--- src/rtl/cond_sel_pipe.sv ---
// Two-stage conditional channel-select pipeline with SEL/SUM/CMP/REP operations,
// a programmable default register and a saturating CMP match counter.
module cond_sel_pipe #(
  parameter  int DW   = 16,
  parameter  int NCH  = 4,
  parameter  int CNTW = 16,
  localparam int SW   = $clog2(NCH)
) (
  input  logic              clk,
  input  logic              rst,
  input  logic              in_valid,
  output logic              in_ready,
  input  logic [1:0]        in_mode,
  input  logic [SW-1:0]     in_sela,
  input  logic [SW-1:0]     in_selb,
  input  logic [NCH*DW-1:0] in_data,
  input  logic              def_we,
  input  logic [DW-1:0]     def_data,
  output logic              out_valid,
  input  logic              out_ready,
  output logic [DW-1:0]     out_data,
  output logic              out_flag,
  output logic [CNTW-1:0]   match_cnt,
  input  logic              cnt_clr
);

  typedef enum logic [1:0] {
    MODE_SEL = 2'd0,
    MODE_SUM = 2'd1,
    MODE_CMP = 2'd2,
    MODE_REP = 2'd3
  } mode_e;

  logic [DW-1:0]   def_q, def_d;

  logic            s1_valid_q, s1_valid_d;
  mode_e           s1_mode_q, s1_mode_d;
  logic [DW-1:0]   s1_a_q, s1_a_d;
  logic [DW-1:0]   s1_b_q, s1_b_d;
  logic [DW-1:0]   s1_def_q, s1_def_d;

  logic            s2_valid_q, s2_valid_d;
  logic [DW-1:0]   s2_data_q, s2_data_d;
  logic            s2_flag_q, s2_flag_d;
  logic            s2_cmp_q, s2_cmp_d;

  logic [CNTW-1:0] cnt_q, cnt_d;

  logic [DW-1:0]   ch [NCH];
  logic            s2_can_load;
  logic            accept;
  logic            handoff;
  logic [DW:0]     sum;
  logic [DW-1:0]   res_data;
  logic            res_flag;
  logic            res_cmp;

  always_comb begin
    for (int k = 0; k < NCH; k++) begin
      ch[k] = in_data[k*DW +: DW];
    end
  end

  // S2 frees up whenever it is empty or its result is being taken this cycle.
  assign s2_can_load = !s2_valid_q || out_ready;
  assign in_ready    = !s1_valid_q || s2_can_load;
  assign accept      = in_valid && in_ready;
  assign handoff     = s2_valid_q && out_ready;

  always_comb begin
    def_d = def_q;
    if (def_we) begin
      def_d = def_data;
    end
  end

  // S1 captures the old default value, so a same-cycle def_we is not seen here.
  always_comb begin
    s1_valid_d = s1_valid_q;
    s1_mode_d  = s1_mode_q;
    s1_a_d     = s1_a_q;
    s1_b_d     = s1_b_q;
    s1_def_d   = s1_def_q;
    if (accept) begin
      s1_valid_d = 1'b1;
      s1_mode_d  = mode_e'(in_mode);
      s1_a_d     = ch[in_sela];
      s1_b_d     = ch[in_selb];
      s1_def_d   = def_q;
    end else if (s2_can_load) begin
      s1_valid_d = 1'b0;
    end
  end

  always_comb begin
    sum      = {1'b0, s1_a_q} + {1'b0, s1_b_q};
    res_data = s1_a_q;
    res_flag = 1'b0;
    res_cmp  = 1'b0;
    case (s1_mode_q)
      MODE_SEL: begin
        res_data = s1_a_q;
      end
      MODE_SUM: begin
        res_data = sum[DW] ? {DW{1'b1}} : sum[DW-1:0];
        res_flag = sum[DW];
      end
      MODE_CMP: begin
        res_cmp = 1'b1;
        if (s1_a_q == s1_b_q) begin
          res_data = {DW{1'b1}};
          res_flag = 1'b1;
        end else begin
          res_data = s1_def_q;
        end
      end
      MODE_REP: begin
        res_data = {DW{s1_a_q[0]}};
      end
      default: begin
        res_data = s1_a_q;
      end
    endcase
  end

  // Output register only changes when S2 may load, which keeps a stalled result stable.
  always_comb begin
    s2_valid_d = s2_valid_q;
    s2_data_d  = s2_data_q;
    s2_flag_d  = s2_flag_q;
    s2_cmp_d   = s2_cmp_q;
    if (s2_can_load) begin
      s2_valid_d = s1_valid_q;
      if (s1_valid_q) begin
        s2_data_d = res_data;
        s2_flag_d = res_flag;
        s2_cmp_d  = res_cmp;
      end
    end
  end

  always_comb begin
    cnt_d = cnt_q;
    if (cnt_clr) begin
      cnt_d = '0;
    end else if (handoff && s2_cmp_q && s2_flag_q && (cnt_q != {CNTW{1'b1}})) begin
      cnt_d = cnt_q + 1'b1;
    end
  end

  always_ff @(posedge clk) begin
    if (rst) begin
      def_q      <= '0;
      s1_valid_q <= 1'b0;
      s1_mode_q  <= MODE_SEL;
      s1_a_q     <= '0;
      s1_b_q     <= '0;
      s1_def_q   <= '0;
      s2_valid_q <= 1'b0;
      s2_data_q  <= '0;
      s2_flag_q  <= 1'b0;
      s2_cmp_q   <= 1'b0;
      cnt_q      <= '0;
    end else begin
      def_q      <= def_d;
      s1_valid_q <= s1_valid_d;
      s1_mode_q  <= s1_mode_d;
      s1_a_q     <= s1_a_d;
      s1_b_q     <= s1_b_d;
      s1_def_q   <= s1_def_d;
      s2_valid_q <= s2_valid_d;
      s2_data_q  <= s2_data_d;
      s2_flag_q  <= s2_flag_d;
      s2_cmp_q   <= s2_cmp_d;
      cnt_q      <= cnt_d;
    end
  end

  assign out_valid = s2_valid_q;
  assign out_data  = s2_data_q;
  assign out_flag  = s2_flag_q;
  assign match_cnt = cnt_q;

endmodule
--- config.mk ---
export PLATFORM = sky130hd
export DESIGN_NAME = cond_sel_pipe
export DESIGN_NICKNAME = d
export VERILOG_FILES = /design/src/rtl/cond_sel_pipe.sv
export SDC_FILE = /design/constraint.sdc
export NUM_CORES = 1
export LEC_CHECK = 0
export ABC_AREA = 1
export BUFFER_PORTS_ARGS = -buffer_cell sky130_fd_sc_hd__buf_2
export CORE_ASPECT_RATIO = 1.1
export CORE_UTILIZATION = 40
export CTS_CLUSTER_DIAMETER = 100
export CTS_CLUSTER_SIZE = 30
export DETAILED_ROUTE_END_ITERATION = 12
export PLACE_DENSITY = 0.7
export SYNTH_ARGS = -nofsm -noshare
export SYNTH_HDL_FRONTEND = slang
export SYNTH_SLANG_ARGS = --single-unit
--- constraint.sdc ---
create_clock -name clk -period 3.15 [get_ports clk]
set_clock_uncertainty 0.1 [all_clocks]
set_input_delay 0.1575 -clock clk [delete_from_list [all_inputs] [get_ports clk]]
set_output_delay 0.1575 -clock clk [all_outputs]
set_load 0.01 [all_outputs]
==> run metrics, run 1 <==
status finished clean; max-slew violation total from the final report 0; number of enable flip-flop cells after synthesis 0; Slew Limit Headroom 0.353; total number of H-tree levels 3; Sequential cell area 2040 µm²; Worst Hold Class in -> reg; largest cells by area after synthesis dfxtp_1, nand2_1, o21ai_0; gate count of the mapped netlist 945; wire length of the first global-routing pass 26600 µm; die span in y 131 µm; number of design-rule violations left by the first detailed-router iteration 494; number of antenna repair diodes 0; maximum number of pins on one net before global-route repair 65; synthesis-stage register bit count 102; row cnt 46; number of buffers on the longest clock path 2; Critical Path Fanout Max 11; post-synthesis xor/xnor area fraction 0.00290; share of synthesized area occupied by flip-flops and latches 0.338; clock period minus worst slack 2.29 ns; multiplexer fraction of the synthesized cell area 0; Synth Flop Type dfxtp_1; Critical Path Source Type register; combinational family with the most area after synthesis compound AO/OA/AOI/OAI gates; TritonCTS clock tree done; type of destination of the critical path register; vias in the first global route 5547; Post-Place Worst Slack 0.879 ns; summed instance area of the synthesized netlist 6050 µm²; number of CTS-inserted buffers 9; Filler Cells Inserted 1523; setup slack of the critical path after layout 0.864 ns; sink count of the clock tree 102; unrepaired setup endpoints after global routing no; final cell area excluding filler cells 7230 µm²; # nets final 1169; worst-margin pin slew 0.971 ns; Core ar. 14600 µm²; Cell variety after synth 32; clock network latency to the later pin of the worst-skew pair 0.34 ns; area fraction of the dominant cell type after synthesis 0.338; via total after detailed routing 6299; complex-gate fraction of the synthesized area 0.257; count of final setup violators 0; residual DRC count 0; Area after DPL 6770 µm²; antenna violations before repair 0; final hold viol count 0; Chip Width 119 µm; GR Overflow Total 0; root buffer selected by CTS clkbuf_16; post-synthesis adder-cell area fraction 0.0468; area delta synth->final 19.5%; area enclosed by the die boundary 15600 µm²; post-cts resize count 0; average cell area after synthesis 6.40 µm²; biggest area consumer among synthesized cells dfxtp_1; leakage power of the design 3.36 nW; port buffer count 126; utilization of the core after routing 0.494; remaining antenna violation count after routing 0; total I/O pin count 127; Achievable Freq 0.438 GHz; final worst-path cycle share 0.726; Max VDD drop 0.256 mV; net count of the mapped netlist 1059; detailed-router iteration count before antenna repair 5; routability-driven placement congestion ratio 0.907; number of vias per cell 5.04; detailed-route wire length per cell 12.9 µm; final-layout setup total negative slack 0 ns; arrival time reported for the critical path endpoint 2.40 ns; setup repair bufs after CTS 0; combined global-route utilization of all metal layers 0.209; placed wire-length estimate 12200 µm; most common cell in the netlist nand2_1; most frequent cells after synthesis nand2_1, o21ai_0, inv_1; wirelength, routed 16100 µm; layout cells sized above 1 0.155; Required @ worst endpoint 3.26 ns; async set-reset flop share out of synthesis 0; max_cap viols 0; simple-gate share of the synthesized area 0.247; power per cell area 426 nW/µm²; crit path kind reg -> reg; area of the multi-input gates 3350 µm²; initial standard-cell utilization of the core 0.414; yosys warns 0; clock input transition at the sequential cells of the worst setup and hold paths 0.07 ns
==> worst paths after layout <==
path,slack [ns],startpoint,cells past startpoint,endpoint
min,0.009,in_mode[0],3,s1_mode_q[0]
max,0.86,s1_a_q[0],10,out_data[6]
max reg2reg,0.86,s1_a_q[0],10,out_data[6]
min reg2reg,0.36,out_data[12],2,out_data[12]
==> where the power goes <==
group	switching, mW	internal (mW)
combinational	0.377	0.237
sequential	0.0522	1.37
clock	0.502	0.546
total	0.932	2.15
==> sequential cells by signal, summed over array words and instances (netlist names) <==
name and cells:
def_q 16, match_cnt 16, out_data 16, out_flag 1, out_valid 1, s1_a_q 16, s1_b_q 16, s1_def_q 16
s1_mode_q 2, s1_valid_q 1, s2_cmp_q 1
==> critical path, cell delays in order, from the launching register on <==
cell and delay, ns:
dfxtp_1 0.34, ha_1 0.24, fa_1 0.41, nand3_1 0.13, nand3_2 0.13, nand3_1 0.13
nand3_2 0.08, nand2_2 0.08, nand3_2 0.18, o21ai_0 0.25, a21oi_1 0.10
==> cell families (layout without fill, tap and decap cells) <==
logic type	after synthesis	in the layout
compound gates	282	282
xor+xnor	2	2
simple gates	364	364
flops	102	102
buf+inv	173	287
fa+ha+maj	22	22
==> final cells by class <==
type,count,area share
clock buffer,9,0.0312
clock inverter,6,0.00831
inverter,121,0.0628
multi-input combinational,670,0.463
sequential,102,0.282
tap,192,0.0332
timing repair buffer,151,0.119
==> per-stage QoR <==
stage	cells	total power, mW	hold slack [ns]
final	1251	3.08	0.00925
after global routing	1251	3.27	0.0206
after global placement	1219	2.04	0.284
after floorplan	945	1.85	0.192
after CTS	1251	3.11	0.000300
after detailed placement	1219	2.04	0.289
==> layout by cell type (no fill, tap or decap), types with 4 or more instances in the layout <==
cell type / count
nand2_1: 192
buf_2: 126
o21ai_0: 120
inv_1: 119
nor2_1: 105
dfxtp_1: 102
a21oi_1: 86
nand3_1: 38
a31oi_1: 34
o211ai_1: 32
ha_1: 21
dlygate4sd3_1: 17
clkbuf_16: 9
buf_4: 8
nor3_1: 7
nand4_1: 6
nand2_2: 5
o21ai_1: 4
==> per-layer routing <==
metal	share of wire	wire length, µm	track usage
met1	0.49	7860	0.294
met3	0.058	943	0.0252
met4	0.015	236	0.0670
met2	0.44	7100	0.334
met5	0	0	0
==> timing repair <==
action | in CTS | in global routing
hold endpoints to repair | 17 | 0
hold buffers | 17 | 0
setup endpoints to repair | 0 | 0
(Power assumes the default switching activity.)
==> run 2: changes to the inputs <==
--- a/config.mk
+++ b/config.mk
@@ -5,14 +5,14 @@
 export SDC_FILE = /design/constraint.sdc
 export NUM_CORES = 1
 export LEC_CHECK = 0
-export ABC_AREA = 1
+export ABC_AREA = 0
 export BUFFER_PORTS_ARGS = -buffer_cell sky130_fd_sc_hd__buf_2
 export CORE_ASPECT_RATIO = 1.1
 export CORE_UTILIZATION = 40
 export CTS_CLUSTER_DIAMETER = 100
 export CTS_CLUSTER_SIZE = 30
 export DETAILED_ROUTE_END_ITERATION = 12
-export PLACE_DENSITY = 0.7
+export PLACE_DENSITY = 0.73
 export SYNTH_ARGS = -nofsm -noshare
 export SYNTH_HDL_FRONTEND = slang
 export SYNTH_SLANG_ARGS = --single-unit
==> constraint.sdc (replaced) <==
create_clock -name clk -period 2 [get_ports clk]
set_clock_uncertainty 0.1 [all_clocks]
set_input_delay 0.1 -clock clk [delete_from_list [all_inputs] [get_ports clk]]
set_output_delay 0.1 -clock clk [all_outputs]
set_load 0.01 [all_outputs]
==> run 2 against run 1 <==
- the run now ends with negative setup slack left
- clock power increased by 63%
- synthesized cell count fell by 33%
- register-to-register slack got worse by 1.5 ns
- worst setup slack worse by 1.5 ns
- critical path type unchanged
==> run metrics, run 2 <==
summed instance area of the synthesized netlist 5760 µm² (was 6050 µm²); row cnt 45 (was 46); Hold WS 0.0455 ns (was 0.00925 ns); initial standard-cell utilization of the core 0.414 (about the same); number of CTS-inserted buffers 9 (unchanged); Achievable Freq 0.381 GHz (was 0.438 GHz); register-to-register setup slack -0.62 ns (was 0.86 ns); detailed-router iteration count before antenna repair 5 (unchanged); Max VDD drop 0.485 mV (was 0.256 mV); Critical Path Fanout Max 14 (was 11); combined buffer and inverter count along the critical path 1 (was 0); wirelength, routed 15500 µm (was 16100 µm); setup slack of the critical path after layout -0.624 ns (was 0.864 ns); most common cell in the netlist nand2_1 (unchanged); detailed-route wire length per cell 15.0 µm (was 12.9 µm); FF-to-FF Start s1_b_q[0] (was s1_a_q[0]); net count of the mapped netlist 746 (was 1059); worst-margin pin slew 0.520 ns (was 0.971 ns); vias in the first global route 5228 (was 5547); area delta synth->final 39.1% (was 19.5%); root buffer selected by CTS clkbuf_16 (unchanged); delay of the slowest cell on the worst path 0.50 ns (was 0.41 ns); Critical Path Source Type register (unchanged); area enclosed by the die boundary 14900 µm² (was 15600 µm²); Cell variety after synth 59 (was 32); GR Overflow Total 0 (unchanged); number of design-rule violations left by the first detailed-router iteration 254 (was 494); via total after detailed routing 5412 (was 6299); clock input transition at the sequential cells of the worst setup and hold paths 0.07 ns (about the same); most common cell after layout, fill and taps aside buf_2 (was nand2_1); max-slew violation total from the final report 0 (unchanged); area of the multi-input gates 3790 µm² (was 3350 µm²); Filler Cells Inserted 1245 (was 1523); antenna violations before repair 0 (unchanged); number of enable flip-flop cells after synthesis 0 (unchanged); complex-gate fraction of the synthesized area 0.167 (was 0.257); post-synthesis adder-cell area fraction 0.0491 (was 0.0468); number of antenna repair diodes 0 (unchanged); maximum number of pins on one net before global-route repair 80 (was 65); residual DRC count 0 (unchanged); slowest stage cell, crit path or4_4 (was fa_1); violated checks negative setup slack; total I/O pin count 127 (unchanged); Required @ worst endpoint 2.13 ns (was 3.26 ns); biggest area consumer among synthesized cells dfxtp_1 (unchanged); synthesis-stage register bit count 102 (unchanged); utilization of the core after routing 0.576 (was 0.494); final worst-path cycle share 1.31 (was 0.726); most frequent cells after synthesis nand2_1, dfxtp_1, a21oi_1 (was nand2_1, o21ai_0, inv_1); power per cell area 635 nW/µm² (was 426 nW/µm²); async set-reset flop share out of synthesis 0 (unchanged); Core ar. 13900 µm² (was 14600 µm²); placed wire-length estimate 11200 µm (was 12200 µm); area fraction of the dominant cell type after synthesis 0.355 (was 0.338); type of destination of the critical path register (unchanged); wire length of the first global-routing pass 24900 µm (was 26600 µm); Worst Setup EP out_data[11] (was out_data[6]); die span in y 128 µm (was 131 µm); worst setup path start s1_b_q[0] (was s1_a_q[0]); combined global-route utilization of all metal layers 0.212 (was 0.209); # nets final 951 (was 1169); clock network latency to the later pin of the worst-skew pair 0.36 ns (was 0.34 ns); Sequential cell area 2060 µm² (was 2040 µm²); arrival time reported for the critical path endpoint 2.75 ns (was 2.40 ns); crit path kind reg -> reg (unchanged); sink count of the clock tree 102 (unchanged); kind of cell adding the most delay to the critical path compound AO/OA/AOI/OAI gates (was simple AND/OR/NAND/NOR gates); total number of H-tree levels 3 (unchanged); port buffer count 126 (unchanged); simple-gate share of the synthesized area 0.197 (was 0.247); combinational family with the most area after synthesis simple AND/OR/NAND/NOR gates (was compound AO/OA/AOI/OAI gates); Chip Width 116 µm (was 119 µm); gate count of the mapped netlist 632 (was 945); largest cells by area after synthesis dfxtp_1, mux4_2, nand2_1 (was dfxtp_1, nand2_1, o21ai_0); routability-driven placement congestion ratio 0.894 (was 0.907); leakage power of the design 3.44 nW (was 3.36 nW); TritonCTS clock tree done (unchanged); clock period minus worst slack 2.62 ns (was 2.29 ns); average cell area after synthesis 9.11 µm² (was 6.40 µm²); multiplexer fraction of the synthesized cell area 0.160 (was 0); post-synthesis xor/xnor area fraction 0.0335 (was 0.00290); Worst Hold Class in -> reg (unchanged); Stages on worst setup path 9 (was 10); number of vias per cell 5.25 (was 5.04); share of synthesized area occupied by flip-flops and latches 0.355 (was 0.338); yosys warns 0 (unchanged); RR Endpoint out_data[11] (was out_data[6]); unrepaired setup endpoints after global routing yes (was no); count of final setup violators 17 (was 0); max_cap viols 0 (unchanged); number of buffers on the longest clock path 2 (unchanged); Synth Flop Type dfxtp_1 (unchanged); layout cells sized above 1 0.391 (was 0.155); most frequent cells in the layout buf_2, nand2_1, dfxtp_1 (was nand2_1, buf_2, o21ai_0); number of cells on the worst reg-to-reg path 9 (was 10); Slew Limit Headroom 0.653 (was 0.353); remaining antenna violation count after routing 0 (unchanged); status finished with violations (was finished clean); CP Cell Sequence ha_4 > fa_2 > a21o_1 > a221oi_4 > o22ai_2 > or4_4 > buf_12 > a311oi_2 > o41ai_1 (was ha_1 > fa_1 > nand3_1 > nand3_2 > nand3_1 > nand3_2 > nand2_2 > nand3_2 > o21ai_0 > a21oi_1); final hold viol count 0 (unchanged)
run 2: cell count changes after synthesis, moves of 11 or more:
cell,change
a21oi_1,-25
a31oi_1,-30
inv_1,-111
mux2i_1,+18
mux4_2,+32
nand2_1,-74
nand3_1,-26
nand3b_1,+13
nor2_1,-64
nor2b_1,+11
o211ai_1,-31
o21ai_0,-108
xor2_1,+15
run 2: where the power goes:
part / leakage (nW) / total (mW) / internal, mW / switching, mW
sequential: 0.839 / 2.21 / 2.13 / 0.0789
clock: 0.140 / 1.71 / 0.871 / 0.838
combinational: 2.46 / 1.16 / 0.604 / 0.556
total: 3.44 / 5.08 / 3.61 / 1.47
run 2: worst register-to-register path: cells and delay by family, from the launching register on:
family | cells | cell delay, ns
adder cells (fa/ha/maj) | 2 | 0.51
flip-flops | 1 | 0.34
AO/OA/AOI/OAI | 5 | 0.86
buffers and inverters | 1 | 0.17
AND/OR/NAND/NOR | 1 | 0.50
run 2: final cells by class:
class / count / area share
clock buffers: 9 / 0.0281
multi-input cells: 474 / 0.473
well taps: 188 / 0.0294
clock inverters: 7 / 0.00766
repair buffers: 242 / 0.201
inverters: 8 / 0.00375
flip-flops and latches: 102 / 0.257
run 2: layer usage:
metal  vias to the layer above  wire length, µm  GRT usage
met3                        24              709     0.0298
met1                      2504             7030      0.280
met5                         -                0          0
met4                         0              312     0.0747
met2                       173             7430      0.353
li1                       2711                -          -
run 2: cell families (layout without fill, tap and decap cells):
family | Yosys count | after routing
xor+xnor | 22 | 22
compound gates | 137 | 137
simple gates | 241 | 241
flops | 102 | 102
buf+inv | 56 | 266
fa+ha+maj | 22 | 22
mux | 52 | 52
run 2: how the worst min path moves through the flow:
stage	cells past startpoint	end	startpoint
after floorplan	2	s1_valid_q	in_valid
after global placement	3	def_q[10]	def_data[10]
after detailed placement	3	def_q[11]	def_data[11]
after CTS	2	def_q[15]	rst
after global routing	2	def_q[15]	rst
final	2	def_q[15]	rst
run 2: timing repair:
action | 4_1_cts | 5_1_grt
hold endpoints to repair | 20 | 0
endpoints found under the setup margin | 17 | 30
pin swaps | 7 | 4
hold buffers | 20 | 0
setup buffers | 5 | 3
gates resized for setup | 38 | 16
run 2: stage by stage:
step,instance area (µm²),setup slack [ns],power (mW),cells,setup TNS [ns]
2_1_floorplan,5790,-0.677,2.83,632,-9.36
3_3_place_gp,7170,-0.667,3.23,989,-9.83
3_5_place_dp,7170,-0.723,3.25,989,-10.50
4_1_cts,7920,-0.663,5.07,1028,-9.18
5_1_grt,8010,-0.750,5.31,1030,-11.25
6_report,8010,-0.624,5.08,1030,-9.31
